--- src/rtl/recv_module.sv ---
// Receive-side endpoint for one switch output port: parses header beats, checks the
// payload pattern, drives ready and reports per-packet status, errors and counters.
//
// state   | meaning
// IDLE    | waiting for a header beat
// PAYLOAD | accepting payload beats of a parsed packet, cnt = beat index
// DROP    | swallowing beats of a bad packet until its eop

module recv_module #(
  parameter int RX_PORT         = 0,
  parameter int PORT_NUB_TOTAL  = 8,
  parameter int DATA_WIDTH      = 32,
  parameter int DATA_LENGTH_MAX = 128,
  parameter int PRIORITY        = 8,
  parameter int WIDTH_SEL       = $clog2(PORT_NUB_TOTAL),
  parameter int WIDTH_LENGTH    = $clog2(DATA_LENGTH_MAX),
  parameter int WIDTH_PRIORITY  = $clog2(PRIORITY)
) (
  input  logic                      clk,
  input  logic                      rst_n,
  input  logic                      rd_sop,
  input  logic                      rd_eop,
  input  logic                      rd_vld,
  input  logic [DATA_WIDTH-1:0]     rd_data,
  input  logic                      ready_en,
  output logic                      ready,
  output logic                      pkt_done,
  output logic [WIDTH_SEL-1:0]      pkt_src,
  output logic [WIDTH_PRIORITY-1:0] pkt_pri,
  output logic [WIDTH_LENGTH-1:0]   pkt_len,
  output logic                      err_vld,
  output logic [2:0]                err_code,
  output logic [15:0]               pkt_cnt,
  output logic [15:0]               err_cnt
);

  localparam int POS_PRI = WIDTH_SEL;
  localparam int POS_LEN = POS_PRI + WIDTH_PRIORITY;
  localparam int POS_TAG = POS_LEN + WIDTH_LENGTH;
  localparam logic [WIDTH_SEL-1:0] RX_SEL = WIDTH_SEL'(RX_PORT);

  localparam logic [2:0] ERR_NONE   = 3'd0;
  localparam logic [2:0] ERR_DEST   = 3'd1;
  localparam logic [2:0] ERR_LEN    = 3'd2;
  localparam logic [2:0] ERR_DATA   = 3'd3;
  localparam logic [2:0] ERR_SOP    = 3'd4;
  localparam logic [2:0] ERR_ORPHAN = 3'd5;
  localparam logic [2:0] ERR_OVF    = 3'd6;

  typedef enum logic [1:0] {
    IDLE    = 2'd0,
    PAYLOAD = 2'd1,
    DROP    = 2'd2
  } state_t;

  state_t                    state, state_nxt, hdr_state;
  logic [WIDTH_LENGTH-1:0]   cnt, cnt_nxt;
  logic [WIDTH_SEL-1:0]      cur_src, src_nxt;
  logic [WIDTH_PRIORITY-1:0] cur_pri, pri_nxt;
  logic [WIDTH_LENGTH-1:0]   cur_len, len_nxt;
  logic                      done_nxt;
  logic [2:0]                err_nxt, hdr_err;

  logic [WIDTH_SEL-1:0]      hdr_dest, hdr_src;
  logic [WIDTH_PRIORITY-1:0] hdr_pri;
  logic [WIDTH_LENGTH-1:0]   hdr_len;
  logic                      dest_bad;
  logic                      last_beat;
  logic [DATA_WIDTH-1:0]     exp_data;

  assign hdr_dest  = rd_data[WIDTH_SEL-1:0];
  assign hdr_pri   = rd_data[POS_PRI +: WIDTH_PRIORITY];
  assign hdr_len   = rd_data[POS_LEN +: WIDTH_LENGTH];
  assign hdr_src   = rd_data[POS_TAG +: WIDTH_SEL];
  assign dest_bad  = (hdr_dest != RX_SEL);
  assign last_beat = (cnt == (cur_len - WIDTH_LENGTH'(1)));

  always_comb begin
    exp_data = '0;
    exp_data[DATA_WIDTH-1 -: WIDTH_SEL] = cur_src;
    exp_data[15:0] = 16'(cnt);
  end

  // Outcome of a header beat, independent of whether it also aborts a packet.
  always_comb begin
    hdr_state = PAYLOAD;
    hdr_err   = ERR_NONE;
    if (rd_eop) begin
      hdr_state = IDLE;
      hdr_err   = dest_bad ? ERR_DEST : ERR_LEN;
    end else if (dest_bad) begin
      hdr_state = DROP;
      hdr_err   = ERR_DEST;
    end else if (hdr_len == '0) begin
      hdr_state = DROP;
      hdr_err   = ERR_LEN;
    end
  end

  always_comb begin
    state_nxt = state;
    cnt_nxt   = cnt;
    src_nxt   = cur_src;
    pri_nxt   = cur_pri;
    len_nxt   = cur_len;
    done_nxt  = 1'b0;
    err_nxt   = ERR_NONE;
    if (rd_vld) begin
      if (rd_sop) begin
        state_nxt = hdr_state;
        cnt_nxt   = '0;
        src_nxt   = hdr_src;
        pri_nxt   = hdr_pri;
        len_nxt   = hdr_len;
        err_nxt   = (state == IDLE) ? hdr_err : ERR_SOP;
      end else begin
        case (state)
          IDLE: err_nxt = ERR_ORPHAN;
          PAYLOAD: begin
            if (rd_eop && !last_beat) begin
              state_nxt = IDLE;
              err_nxt   = ERR_LEN;
            end else if (!rd_eop && last_beat) begin
              state_nxt = DROP;
              err_nxt   = ERR_LEN;
            end else if (rd_data != exp_data) begin
              state_nxt = rd_eop ? IDLE : DROP;
              err_nxt   = ERR_DATA;
            end else if (rd_eop) begin
              state_nxt = IDLE;
              done_nxt  = 1'b1;
            end else begin
              cnt_nxt = cnt + WIDTH_LENGTH'(1);
            end
          end
          DROP: if (rd_eop) state_nxt = IDLE;
          default: state_nxt = IDLE;
        endcase
      end
      // Overflow outranks everything else but the beat is still processed above.
      if (!ready) err_nxt = ERR_OVF;
    end
  end

  always_ff @(posedge clk or negedge rst_n) begin
    if (!rst_n) begin
      state   <= IDLE;
      cnt     <= '0;
      cur_src <= '0;
      cur_pri <= '0;
      cur_len <= '0;
    end else begin
      state   <= state_nxt;
      cnt     <= cnt_nxt;
      cur_src <= src_nxt;
      cur_pri <= pri_nxt;
      cur_len <= len_nxt;
    end
  end

  always_ff @(posedge clk or negedge rst_n) begin
    if (!rst_n) begin
      ready    <= 1'b0;
      pkt_done <= 1'b0;
      pkt_src  <= '0;
      pkt_pri  <= '0;
      pkt_len  <= '0;
      err_vld  <= 1'b0;
      err_code <= ERR_NONE;
      pkt_cnt  <= '0;
      err_cnt  <= '0;
    end else begin
      ready    <= ready_en;
      pkt_done <= done_nxt;
      err_vld  <= (err_nxt != ERR_NONE);
      err_code <= err_nxt;
      if (done_nxt) begin
        pkt_src <= cur_src;
        pkt_pri <= cur_pri;
        pkt_len <= cur_len;
        if (pkt_cnt != 16'hFFFF) pkt_cnt <= pkt_cnt + 16'd1;
      end
      if (err_nxt != ERR_NONE && err_cnt != 16'hFFFF) err_cnt <= err_cnt + 16'd1;
    end
  end

endmodule
--- config.mk ---
export PLATFORM = sky130hd
export DESIGN_NAME = recv_module
export DESIGN_NICKNAME = d
export VERILOG_FILES = /design/src/rtl/recv_module.sv
export SDC_FILE = /design/constraint.sdc
export NUM_CORES = 1
export LEC_CHECK = 0
export CAP_MARGIN = 10
export CORE_MARGIN = 5
export CORE_UTILIZATION = 50
export CTS_CLUSTER_DIAMETER = 150
export DETAILED_ROUTE_END_ITERATION = 7
export PLACE_DENSITY = 0.8
export SLEW_MARGIN = 0
export SYNTH_ARGS = -nofsm -noshare
export SYNTH_HDL_FRONTEND = slang
export SYNTH_SLANG_ARGS = --single-unit
--- constraint.sdc ---
create_clock -name clk -period 4.17 [get_ports clk]
set_input_delay 0.834 -clock clk [delete_from_list [all_inputs] [get_ports clk]]
set_output_delay 0.834 -clock clk [all_outputs]
set_load 0.01 [all_outputs]
==> qor.yml <==
floorplan:
  coreArea_mm2: 0.00733
  row_count: 31
  die_h_um: 97.2
  ios: 89
  start_util_pct: 51.8
  die-area_mm2: 0.00944
  die_width_um: 97.2
worst_setup_path:
  arrival_ps: 3900
  timing.rr.end: "err_cnt[12]$_DFFE_PN0P_"
  path_max_fanout: 17
  r2r_start: "cur_len[0]$_DFFE_PN0P_"
  r2r_slack_ps: 700
  start_kind: "primary input"
  critPathRequiredTime_ps: 4390
  crit_type: "in -> reg"
  cp-end-kind: "flop"
  reg2regPathDepth: 9
synthesis:
  yosys-top-cells-count: "73 x dfrtp_1, 50 x nand2_1, 37 x xnor2_1, 17 x nand4_1, 17 x nor2_1"
  post-synth-top-count-cell: "dfrtp_1"
  synth-seq-cells: 73
  yosys_warnings: 0
  ys_seq_area_share_pct: 48.1
  ys.flop_type: "dfrtp_1"
  syn_inst: 360
  ys_top_cells_by_area: "dfrtp_1 48%, xnor2_1 8.5%, nand2_1 4.9%, mux2_2 4.4%, xor2_1 3.2%"
  synth-async-reset-ratio_pct: 100
  yosysTopAreaCell: "dfrtp_1"
  syn_area_mm2: 0.00380
  syn_area_per_cell_um2: 10.6
  yosys.cell_types.count: 51
  syn_nets: 406
  synth_edf_count: 0
  netlist.area_leader.share_pct: 48.1
global_routing:
  grt_pass1_wl_mm: 14.2
  gr-usage-met1_pct: 23.7
  grt_pass1_vias: 3051
  busiest_layer: "met2"
  met3_usage_pct: 5.46
  grt_use_total_pct: 18.0
  grt_overflow: 0
  grt_max_degree: 37
  grtUsageMet2_pct: 28.5
  antenna_found_initial: 0
sta:
  hold_violations: 0
  max_freq_mhz: 271
  fin_crit_sh_pct: 88.4
  slew_viol_final: 0
  setup_viol: 0
  tightest_slew_ps: 900
  finalCriticalPeriod_ps: 3690
  skew_ps: 8.44
  slew_headroom_pct: 40.0
  fin_setup_tns_ps: 0
  holdWs_ps: 304
  rsz0062_at_grt: "no"
route:
  firstDrtPassIters: 5
  wl_mm: 8.29
  initialDrtViolationCount: 120
  vias: 3011
  drtAntennaViolNets: 0
  wl_per_cell_um: 14.9
  drc_errors: 0
  viasPerCell: 5.41
clock_network:
  cts_buffers: 9
  postCtsHoldBufs: 0
  numClockSinks: 73
  cts_buffer_depth: 2
  cts-root-buf: "clkbuf_8"
  clkSlewWorstSetupHoldPaths_ps: 70
  insertion_delay_ps: 340
  cts.repair.resized: 0
  ctsHtreeMaxLevel: 3
  postCtsSetupBuffers: 0
  cts_tree: "built"
final_layout:
  fillers: 564
  area_delta_synth_final_pct: 29.9
  antenna_cells: 0
  final_util_pct: 67.3
  post_route_cells_drive_above_1_share_pct: 12.0
  layout.nets: 500
hold_path:
  holdCritPathClass: "in -> async"
placement:
  dp_hpwl_mm: 6.31
  port_buffers: 88
  place_congestion: 0.897
run:
  cap_violations: 0
pwr:
  powerDensity_mw_per_mm2: 333
  worst_ir_drop_vdd_uv: 153
  total_leakage_power_uw: 0.00213
  total_power_uw: 1640
run_status:
  status: "finished clean"
[cell usage in the layout (no fill, tap or decap), drive strengths merged, types with 8 or more instances in the layout]
cell | netlist | routed
o21ai | 9 | 9
nor3 | 9 | 9
nor2 | 17 | 17
nand2 | 51 | 51
dfrtp | 73 | 73
nand4 | 19 | 19
clkdlybuf4s50 | 0 | 87
xor2 | 14 | 14
ha | 8 | 8
clkbuf | 3 | 12
and3 | 10 | 10
inv | 11 | 11
xnor2 | 37 | 37
mux2 | 17 | 17
nand3 | 21 | 21
[routing by layer]
| metal | routed length, um | vias to the layer above |
|---|---|---|
| met2 | 3910 | 103 |
| li1 | - | 1450 |
| met5 | 0 | - |
| met1 | 3730 | 1449 |
| met4 | 109 | 0 |
| met3 | 539 | 9 |
[area by class of cell]
class | instances | area, um^2 | area share (%)
Clock buffer | 12 | 145 | 2.94
Clock inverter | 3 | 17.5 | 0.355
Inverter | 11 | 41.3 | 0.837
Multi-Input combinational cell | 265 | 1860 | 37.7
Sequential cell | 73 | 1830 | 37.0
Tap cell | 99 | 124 | 2.51
Timing Repair Buffer | 94 | 921 | 18.7
[kinds of logic after synthesis]
| logic type | after synthesis | share of synthesized area, % |
|---|---|---|
| flip-flops | 73 | 48.1 |
| buffers and inverters | 22 | 3.00 |
| AO/OA/AOI/OAI | 35 | 6.52 |
| multiplexers | 17 | 5.14 |
| XOR/XNOR | 51 | 11.8 |
| AND/OR/NAND/NOR | 154 | 22.9 |
| adder cells (fa/ha/maj) | 8 | 2.64 |
[state kept, by name (all words and copies together) (netlist names)]
register,flops
pkt_cnt,16
pkt_done,1
pkt_src,3
ready,1
pkt_pri,3
cur_len,7
err_vld,1
cur_pri,3
state,2
err_code,3
cur_src,3
err_cnt,16
cnt,7
pkt_len,7
[critical path, cell delays in order]
cell and delay [ps]:
clkdlybuf4s50_1 450, nor4_2 510, nand4_1 230, or4_4 610, nor4b_1 530, a311oi_4 230, nand2_2 160, mux2_1 340
[power by group]
part           internal (uW)  switching [uW]
registers                764            68.2
logic                    181             155
clock network            228             249
total                   1170             472
[through the flow]
stage	instances	setup slack, ps	cell area [um^2]
global placement	542	356	4770
global route	557	317	4930
CTS	557	529	4930
finish	557	483	4930
floorplan	360	1030	3800
detailed placement	542	191	4770
[how the worst max path moves through the flow]
stage / end / start / depth (start not counted) / slack, ps
2_1_floorplan: pkt_len[0]$_DFFE_PN0P_ / rd_data[7] / 6 / 1030
3_3_place_gp: err_cnt[1]$_DFFE_PN0P_ / rd_data[7] / 8 / 360
3_5_place_dp: err_cnt[1]$_DFFE_PN0P_ / rd_data[7] / 8 / 190
4_1_cts: err_cnt[1]$_DFFE_PN0P_ / rd_data[7] / 8 / 530
5_1_grt: err_cnt[1]$_DFFE_PN0P_ / rd_data[7] / 8 / 320
6_report: err_cnt[1]$_DFFE_PN0P_ / rd_data[7] / 8 / 480
Power figures use the tool's default switching activity.
